## src/rtl/scan_frame_pack_if.sv

```systemverilog
// Stream-side bundle for scan_frame_pack: scan buffer read port, link transmit port, status.
// master = the packetizer, slave = its environment (buffer, transmitter, host status reader).
interface scan_frame_pack_if;
   logic        i_send_sync;
   logic [31:0] i_st_data;
   logic        i_st_vld;
   logic        o_st_rdy;
   logic [31:0] o_tx_data;
   logic        o_tx_vld;
   logic        i_tx_rdy;
   logic        o_tx_sop;
   logic        o_tx_eop;
   logic        o_busy;
   logic [15:0] o_frame_cnt;
   logic [7:0]  o_drop_cnt;

   modport master (
      input  i_send_sync, i_st_data, i_st_vld, i_tx_rdy,
      output o_st_rdy, o_tx_data, o_tx_vld, o_tx_sop, o_tx_eop,
             o_busy, o_frame_cnt, o_drop_cnt
   );

   modport slave (
      output i_send_sync, i_st_data, i_st_vld, i_tx_rdy,
      input  o_st_rdy, o_tx_data, o_tx_vld, o_tx_sop, o_tx_eop,
             o_busy, o_frame_cnt, o_drop_cnt
   );
endinterface

```

## src/rtl/scan_frame_pack.sv

```systemverilog
// Wraps one scan of SCAN_WORDS payload words into a framed link transfer (2 headers + payload).
// Define SCAN_FRAME_CHKSUM_EN to build the checksum trailer word (carries EOP instead of payload).
//
// state   | meaning
// IDLE    | waiting for i_send_sync, outputs quiet
// HDR0    | presenting {SYNC_WORD, frame count}, SOP
// HDR1    | presenting {8'h01, 8'h00, SCAN_WORDS}
// PAYLOAD | scan words passed straight through
// TRAIL   | presenting payload sum, EOP (checksum build only)
module scan_frame_pack #(
   parameter int unsigned SCAN_WORDS = 4096,
   parameter logic [15:0] SYNC_WORD  = 16'hA55A
) (
   input  logic               clk,
   input  logic               rst,
   scan_frame_pack_if.master  bus
);

   localparam logic [15:0] LAST_IDX = 16'(SCAN_WORDS - 1);
   localparam logic [15:0] LEN_WORD = 16'(SCAN_WORDS);

`ifdef SCAN_FRAME_CHKSUM_EN
   typedef enum logic [2:0] {IDLE, HDR0, HDR1, PAYLOAD, TRAIL} state_t;
`else
   typedef enum logic [1:0] {IDLE, HDR0, HDR1, PAYLOAD} state_t;
`endif

   state_t      state_q;
   logic [31:0] word_q;
   logic [15:0] cnt_q;
   logic [15:0] frame_q, frame_d;
   logic [7:0]  drop_q, drop_d;
   logic        vld_q, sop_q, busy_q;
   logic        in_pay, pay_hs, last_pay, eop_hs;
`ifdef SCAN_FRAME_CHKSUM_EN
   logic [31:0] chk_q;
   logic        eop_q;
`endif

   assign in_pay   = (state_q == PAYLOAD);
   assign pay_hs   = in_pay & bus.i_st_vld & bus.i_tx_rdy;
   assign last_pay = in_pay & (cnt_q == LAST_IDX);

`ifdef SCAN_FRAME_CHKSUM_EN
   assign eop_hs        = eop_q & bus.i_tx_rdy;
   assign bus.o_tx_eop  = eop_q;
`else
   assign eop_hs        = last_pay & pay_hs;
   assign bus.o_tx_eop  = last_pay & bus.i_st_vld;
`endif

   // Payload is a zero-latency passthrough; everything else comes from word_q/vld_q.
   assign bus.o_st_rdy    = in_pay & bus.i_tx_rdy;
   assign bus.o_tx_data   = in_pay ? bus.i_st_data : word_q;
   assign bus.o_tx_vld    = in_pay ? bus.i_st_vld  : vld_q;
   assign bus.o_tx_sop    = sop_q;
   assign bus.o_busy      = busy_q;
   assign bus.o_frame_cnt = frame_q;
   assign bus.o_drop_cnt  = drop_q;

   always_comb begin
      frame_d = frame_q + {15'd0, eop_hs};
      drop_d  = drop_q;
      if (bus.i_send_sync && (state_q != IDLE) && (drop_q != 8'hFF)) begin
         drop_d = drop_q + 8'd1;
      end
   end

   always_ff @(posedge clk) begin
      if (rst) begin
         state_q <= IDLE;
         word_q  <= '0;
         cnt_q   <= '0;
         frame_q <= '0;
         drop_q  <= '0;
         vld_q   <= 1'b0;
         sop_q   <= 1'b0;
         busy_q  <= 1'b0;
`ifdef SCAN_FRAME_CHKSUM_EN
         chk_q   <= '0;
         eop_q   <= 1'b0;
`endif
      end else begin
         frame_q <= frame_d;
         drop_q  <= drop_d;
         case (state_q)
            IDLE: begin
               if (bus.i_send_sync) begin
                  state_q <= HDR0;
                  word_q  <= {SYNC_WORD, frame_q};
                  vld_q   <= 1'b1;
                  sop_q   <= 1'b1;
                  busy_q  <= 1'b1;
`ifdef SCAN_FRAME_CHKSUM_EN
                  chk_q   <= '0;
`endif
               end
            end
            HDR0: begin
               if (bus.i_tx_rdy) begin
                  state_q <= HDR1;
                  word_q  <= {8'h01, 8'h00, LEN_WORD};
                  sop_q   <= 1'b0;
               end
            end
            HDR1: begin
               if (bus.i_tx_rdy) begin
                  state_q <= PAYLOAD;
                  word_q  <= '0;
                  vld_q   <= 1'b0;
                  cnt_q   <= '0;
               end
            end
            PAYLOAD: begin
               if (pay_hs) begin
                  cnt_q <= cnt_q + 16'd1;
`ifdef SCAN_FRAME_CHKSUM_EN
                  chk_q <= chk_q + bus.i_st_data;
                  if (last_pay) begin
                     state_q <= TRAIL;
                     word_q  <= chk_q + bus.i_st_data;
                     vld_q   <= 1'b1;
                     eop_q   <= 1'b1;
                  end
`else
                  if (last_pay) begin
                     state_q <= IDLE;
                     busy_q  <= 1'b0;
                  end
`endif
               end
            end
`ifdef SCAN_FRAME_CHKSUM_EN
            TRAIL: begin
               if (bus.i_tx_rdy) begin
                  state_q <= IDLE;
                  word_q  <= '0;
                  vld_q   <= 1'b0;
                  eop_q   <= 1'b0;
                  busy_q  <= 1'b0;
               end
            end
`endif
            default: begin
               state_q <= IDLE;
               word_q  <= '0;
               vld_q   <= 1'b0;
               sop_q   <= 1'b0;
               busy_q  <= 1'b0;
            end
         endcase
      end
   end

endmodule

```

## src/flat_wrapper.sv

```systemverilog
// flat-port wrapper written by rule: the top's interface ports become plain ports
module scan_frame_pack_flat 
#(
   parameter int unsigned SCAN_WORDS = 4096,
   parameter logic [15:0] SYNC_WORD  = 16'hA55A
)
  (clk, rst, bus_i_send_sync, bus_i_st_data, bus_i_st_vld, bus_i_tx_rdy, bus_o_st_rdy, bus_o_tx_data, bus_o_tx_vld, bus_o_tx_sop, bus_o_tx_eop, bus_o_busy, bus_o_frame_cnt, bus_o_drop_cnt);
  scan_frame_pack_if bus_i ();
  input  logic clk;
  input  logic rst;
  input wire logic [$bits(bus_i.i_send_sync)-1:0] bus_i_send_sync;
  input wire logic [$bits(bus_i.i_st_data)-1:0] bus_i_st_data;
  input wire logic [$bits(bus_i.i_st_vld)-1:0] bus_i_st_vld;
  input wire logic [$bits(bus_i.i_tx_rdy)-1:0] bus_i_tx_rdy;
  output wire logic [$bits(bus_i.o_st_rdy)-1:0] bus_o_st_rdy;
  output wire logic [$bits(bus_i.o_tx_data)-1:0] bus_o_tx_data;
  output wire logic [$bits(bus_i.o_tx_vld)-1:0] bus_o_tx_vld;
  output wire logic [$bits(bus_i.o_tx_sop)-1:0] bus_o_tx_sop;
  output wire logic [$bits(bus_i.o_tx_eop)-1:0] bus_o_tx_eop;
  output wire logic [$bits(bus_i.o_busy)-1:0] bus_o_busy;
  output wire logic [$bits(bus_i.o_frame_cnt)-1:0] bus_o_frame_cnt;
  output wire logic [$bits(bus_i.o_drop_cnt)-1:0] bus_o_drop_cnt;
  assign bus_i.i_send_sync = bus_i_send_sync;
  assign bus_i.i_st_data = bus_i_st_data;
  assign bus_i.i_st_vld = bus_i_st_vld;
  assign bus_i.i_tx_rdy = bus_i_tx_rdy;
  assign bus_o_st_rdy = bus_i.o_st_rdy;
  assign bus_o_tx_data = bus_i.o_tx_data;
  assign bus_o_tx_vld = bus_i.o_tx_vld;
  assign bus_o_tx_sop = bus_i.o_tx_sop;
  assign bus_o_tx_eop = bus_i.o_tx_eop;
  assign bus_o_busy = bus_i.o_busy;
  assign bus_o_frame_cnt = bus_i.o_frame_cnt;
  assign bus_o_drop_cnt = bus_i.o_drop_cnt;
  scan_frame_pack #(.SCAN_WORDS(SCAN_WORDS), .SYNC_WORD(SYNC_WORD)) u_core (.clk(clk), .rst(rst), .bus(bus_i));
endmodule
```

## config.mk

```make
export PLATFORM = sky130hd
export DESIGN_NAME = scan_frame_pack_flat
export DESIGN_NICKNAME = d
export VERILOG_FILES = /design/src/rtl/scan_frame_pack_if.sv /design/src/rtl/scan_frame_pack.sv /design/src/flat_wrapper.sv
export SDC_FILE = /design/constraint.sdc
export NUM_CORES = 1
export LEC_CHECK = 0
export CORE_MARGIN = 4
export CORE_UTILIZATION = 51
export CTS_CLUSTER_DIAMETER = 200
export DETAILED_ROUTE_END_ITERATION = 10
export PLACE_DENSITY = 0.88
export RECOVER_POWER = 50
export SLEW_MARGIN = 20
export SYNTH_ARGS = -nofsm -noshare
export SYNTH_HDL_FRONTEND = slang
export SYNTH_SLANG_ARGS = --single-unit
```

## constraint.sdc

```tcl
create_clock -name clk -period 4.33 [get_ports clk]
set_input_delay 1.0825 -clock clk [delete_from_list [all_inputs] [get_ports clk]]
set_output_delay 1.0825 -clock clk [all_outputs]
set_load 0.03 [all_outputs]
```

==> results.json <==
{
  "path_cells": "ha_2 -> buf_4 -> nand2b_1 -> nand2_1 -> clkdlybuf4s50_1",
  "placed_cells": 541,
  "synth.distinct_cells": 40,
  "pwr-share-seq": 0.324,
  "relSlewSlack": 0.528,
  "final_common_cell": "clkdlybuf4s50_1",
  "clockRootBuffer": "clkbuf_8",
  "crit_path_max_incr_delay_ns": 0.61,
  "cts_setup_buffers": 0,
  "p_int_mw": 1.28,
  "cp_max_fo": 28,
  "timing.setup.tns_ns": 0,
  "seq_area_frac_synth": 0.392,
  "cts.reportedPaths.clkPinSlew_ns": 0.07,
  "finalSetupViolCount": 0,
  "routed.top_layer": "met4",
  "grt_pass1_wl_mm": 14.2,
  "total_power_mw": 2.00,
  "wl_per_cell_um": 15.2,
  "die-area_um2": 7640,
  "ios": 98,
  "critPathKind": "register to primary output",
  "ys_warn_count": 0,
  "viasPerCell": 5.65,
  "fin_skew_ns": 0.00742,
  "syn_inst": 381,
  "vias": 3145,
  "p_clk_frac": 0.290,
  "rows": 28,
  "tightest_slew_ns": 0.705,
  "p_switching_mw": 0.725,
  "ys.flop_type": "dfxtp_1",
  "die_x_um": 87.4,
  "grt_setup_unrepaired": "false",
  "sw_frac_of_total": 0.362,
  "drive_gt1_frac": 0.0809,
  "cts_tree": "yes",
  "overflow": 0,
  "max_freq_mhz": 270,
  "path_buf_inv": 2,
  "instances_no_fill": 557,
  "required_ns": 3.25,
  "hold_buffers": 0,
  "numPortBuffers": 97,
  "met1_length_mm": 3.36,
  "drtIter0Drc": 127,
  "outcome": "finished clean",
  "cts.path.max_buffers": 2,
  "cp.arrival_ns": 2.62,
  "async_reset_ff_frac": 0,
  "synth_area_per_cell_um2": 8.44,
  "cp_top_family": "buffers and inverters",
  "place_congestion": 0.820,
  "cts_resized": 0,
  "syn2layout_area_growth_pct": 38.7,
  "clock_sinks": 63,
  "grt_usage": 0.233,
  "grt_pass1_vias": 3191,
  "final_antenna_net_count": 0,
  "cap_viol_max_count": 0,
  "whs_ns": 0.457,
  "core_area_um2": 6030,
  "diodes": 0,
  "start_kind": "register",
  "clk_latency_ns": 0.34,
  "antenna_found_initial": 0,
  "num-nets-final": 524,
  "drt_drc_violations_left": 0,
  "p_per_area_nw_per_um2": 449,
  "drt-total-wl_mm": 8.45,
  "synth-edff-count": 0,
  "numCtsBuffers": 9,
  "grt_start_max_net_pins": 54,
  "first_pass_iters": 4,
  "syn_nets": 428,
  "p_comb_frac": 0.386,
  "cts_max_level": 3,
  "ys_ff_latch": 63,
  "wl_met3_um": 767,
  "min_period_ns": 3.70,
  "dp_hpwl_mm": 5.88,
  "period_share": 0.855,
  "cpMaxStageDelayCell": "clkdlybuf4s50_1",
  "initial_utilization": 0.534,
  "final_cell_mix": "68 x clkdlybuf4s50_1, 63 x dfxtp_1, 46 x nand2_1",
  "dr_wl_met2_mm": 4.18,
  "synthesis.area_um2": 3220,
  "drv_slew": 0,
  "leakagePower_nw": 1.71,
  "worstHoldPathType": "register to register",
  "die_height_um": 87.4,
  "ir_drop_mv": 0.369,
  "finalHoldViolCount": 0,
  "endpoint_kind": "primary output"
}
==> flip-flops by register name (all words and copies together) (netlist names) <==
signal,count
u_core.state_q,2
u_core.bus.o_busy,1
u_core.bus.o_frame_cnt,16
u_core.bus.o_tx_sop,1
u_core.word_q,18
u_core.vld_q,1
u_core.cnt_q,16
u_core.bus.o_drop_cnt,8
==> power by group through the flow <==
| stage | combinational, mW | sequential, mW | clock [mW] |
|---|---|---|---|
| 2_1_floorplan | 0.488 | 0.678 | 0 |
| 3_3_place_gp | 0.772 | 0.660 | 0 |
| 3_5_place_dp | 0.780 | 0.662 | 0 |
| 4_1_cts | 0.787 | 0.650 | 0.585 |
| 5_1_grt | 0.832 | 0.655 | 0.618 |
| 6_report | 0.774 | 0.650 | 0.581 |
==> cell type report <==
type | count | area, um2
Tap cell | 75 | 93.8
Clock buffer | 13 | 159
Fill cell | 464 | 1570
Sequential cell | 63 | 1260
Multi-Input combinational cell | 291 | 1850
Clock inverter | 3 | 65.1
Inverter | 10 | 37.5
Timing Repair Buffer | 102 | 992
==> kinds of logic after synthesis <==
group	count (synthesis)	synth area share
adders and majority gates	10	0.0389
AOI/OAI and AO/OA	64	0.119
xor gates and xnor gates	19	0.0518
muxes	25	0.0856
buffers and inverters	27	0.0331
DFF	63	0.392
and+or+nand+nor	173	0.279
==> cells in the mapped netlist (9+ instances only) <==
cell type | number | share of area
a21oi_1 | 30 | 0.047
and2_1 | 9 | 0.018
clkbuf_1 | 12 | 0.014
dfxtp_1 | 63 | 0.39
ha_1 | 10 | 0.039
inv_1 | 10 | 0.012
mux2_2 | 20 | 0.070
nand2_1 | 46 | 0.054
nand3_1 | 11 | 0.017
nand3b_1 | 14 | 0.033
nand4_1 | 14 | 0.027
nor2_1 | 34 | 0.040
o21ai_0 | 12 | 0.019
or3_1 | 10 | 0.019
xor2_1 | 14 | 0.038
==> per-stage QoR <==
step                      utilization  setup slack [ns]  cell area (um2)
after detailed placement        0.705             0.722             4250
after floorplan                     -              1.44             3220
final                           0.740             0.627             4460
after global routing            0.740             0.423             4460
after global placement          0.705             0.742             4250
after CTS                       0.742             0.602             4470
==> path summary, 6_finish.rpt <==
kind / slack [ns] / startpoint / depth (start not counted) / end
worst max-delay path: 0.63 / u_core.state_q[1] / 5 / bus_o_tx_data[29]
worst min-delay path: 0.46 / u_core.word_q[13] / 2 / u_core.word_q[13]
worst max register to register: 1.26 / u_core.state_q[1] / 9 / u_core.bus.o_frame_cnt[15]
worst min register to register: 0.46 / u_core.word_q[13] / 2 / u_core.word_q[13]
==> worst register-to-register path, cell delays in order, from the launching register on <==
cell and delay (ns):
dfxtp_1 0.44, ha_2 0.54, buf_4 0.35, nand3_1 0.10, nor2_1 0.21, ha_1 0.28
nand3_1 0.15, or2_2 0.34, nor3_1 0.19, mux2_2 0.36
==> metal layers <==
metal,track usage,up-vias
met4,0.0809,0
li1,-,1545
met2,0.413,114
met5,0,-
met1,0.253,1472
met3,0.0861,14
No activity file was read; power rests on OpenSTA's default activity.
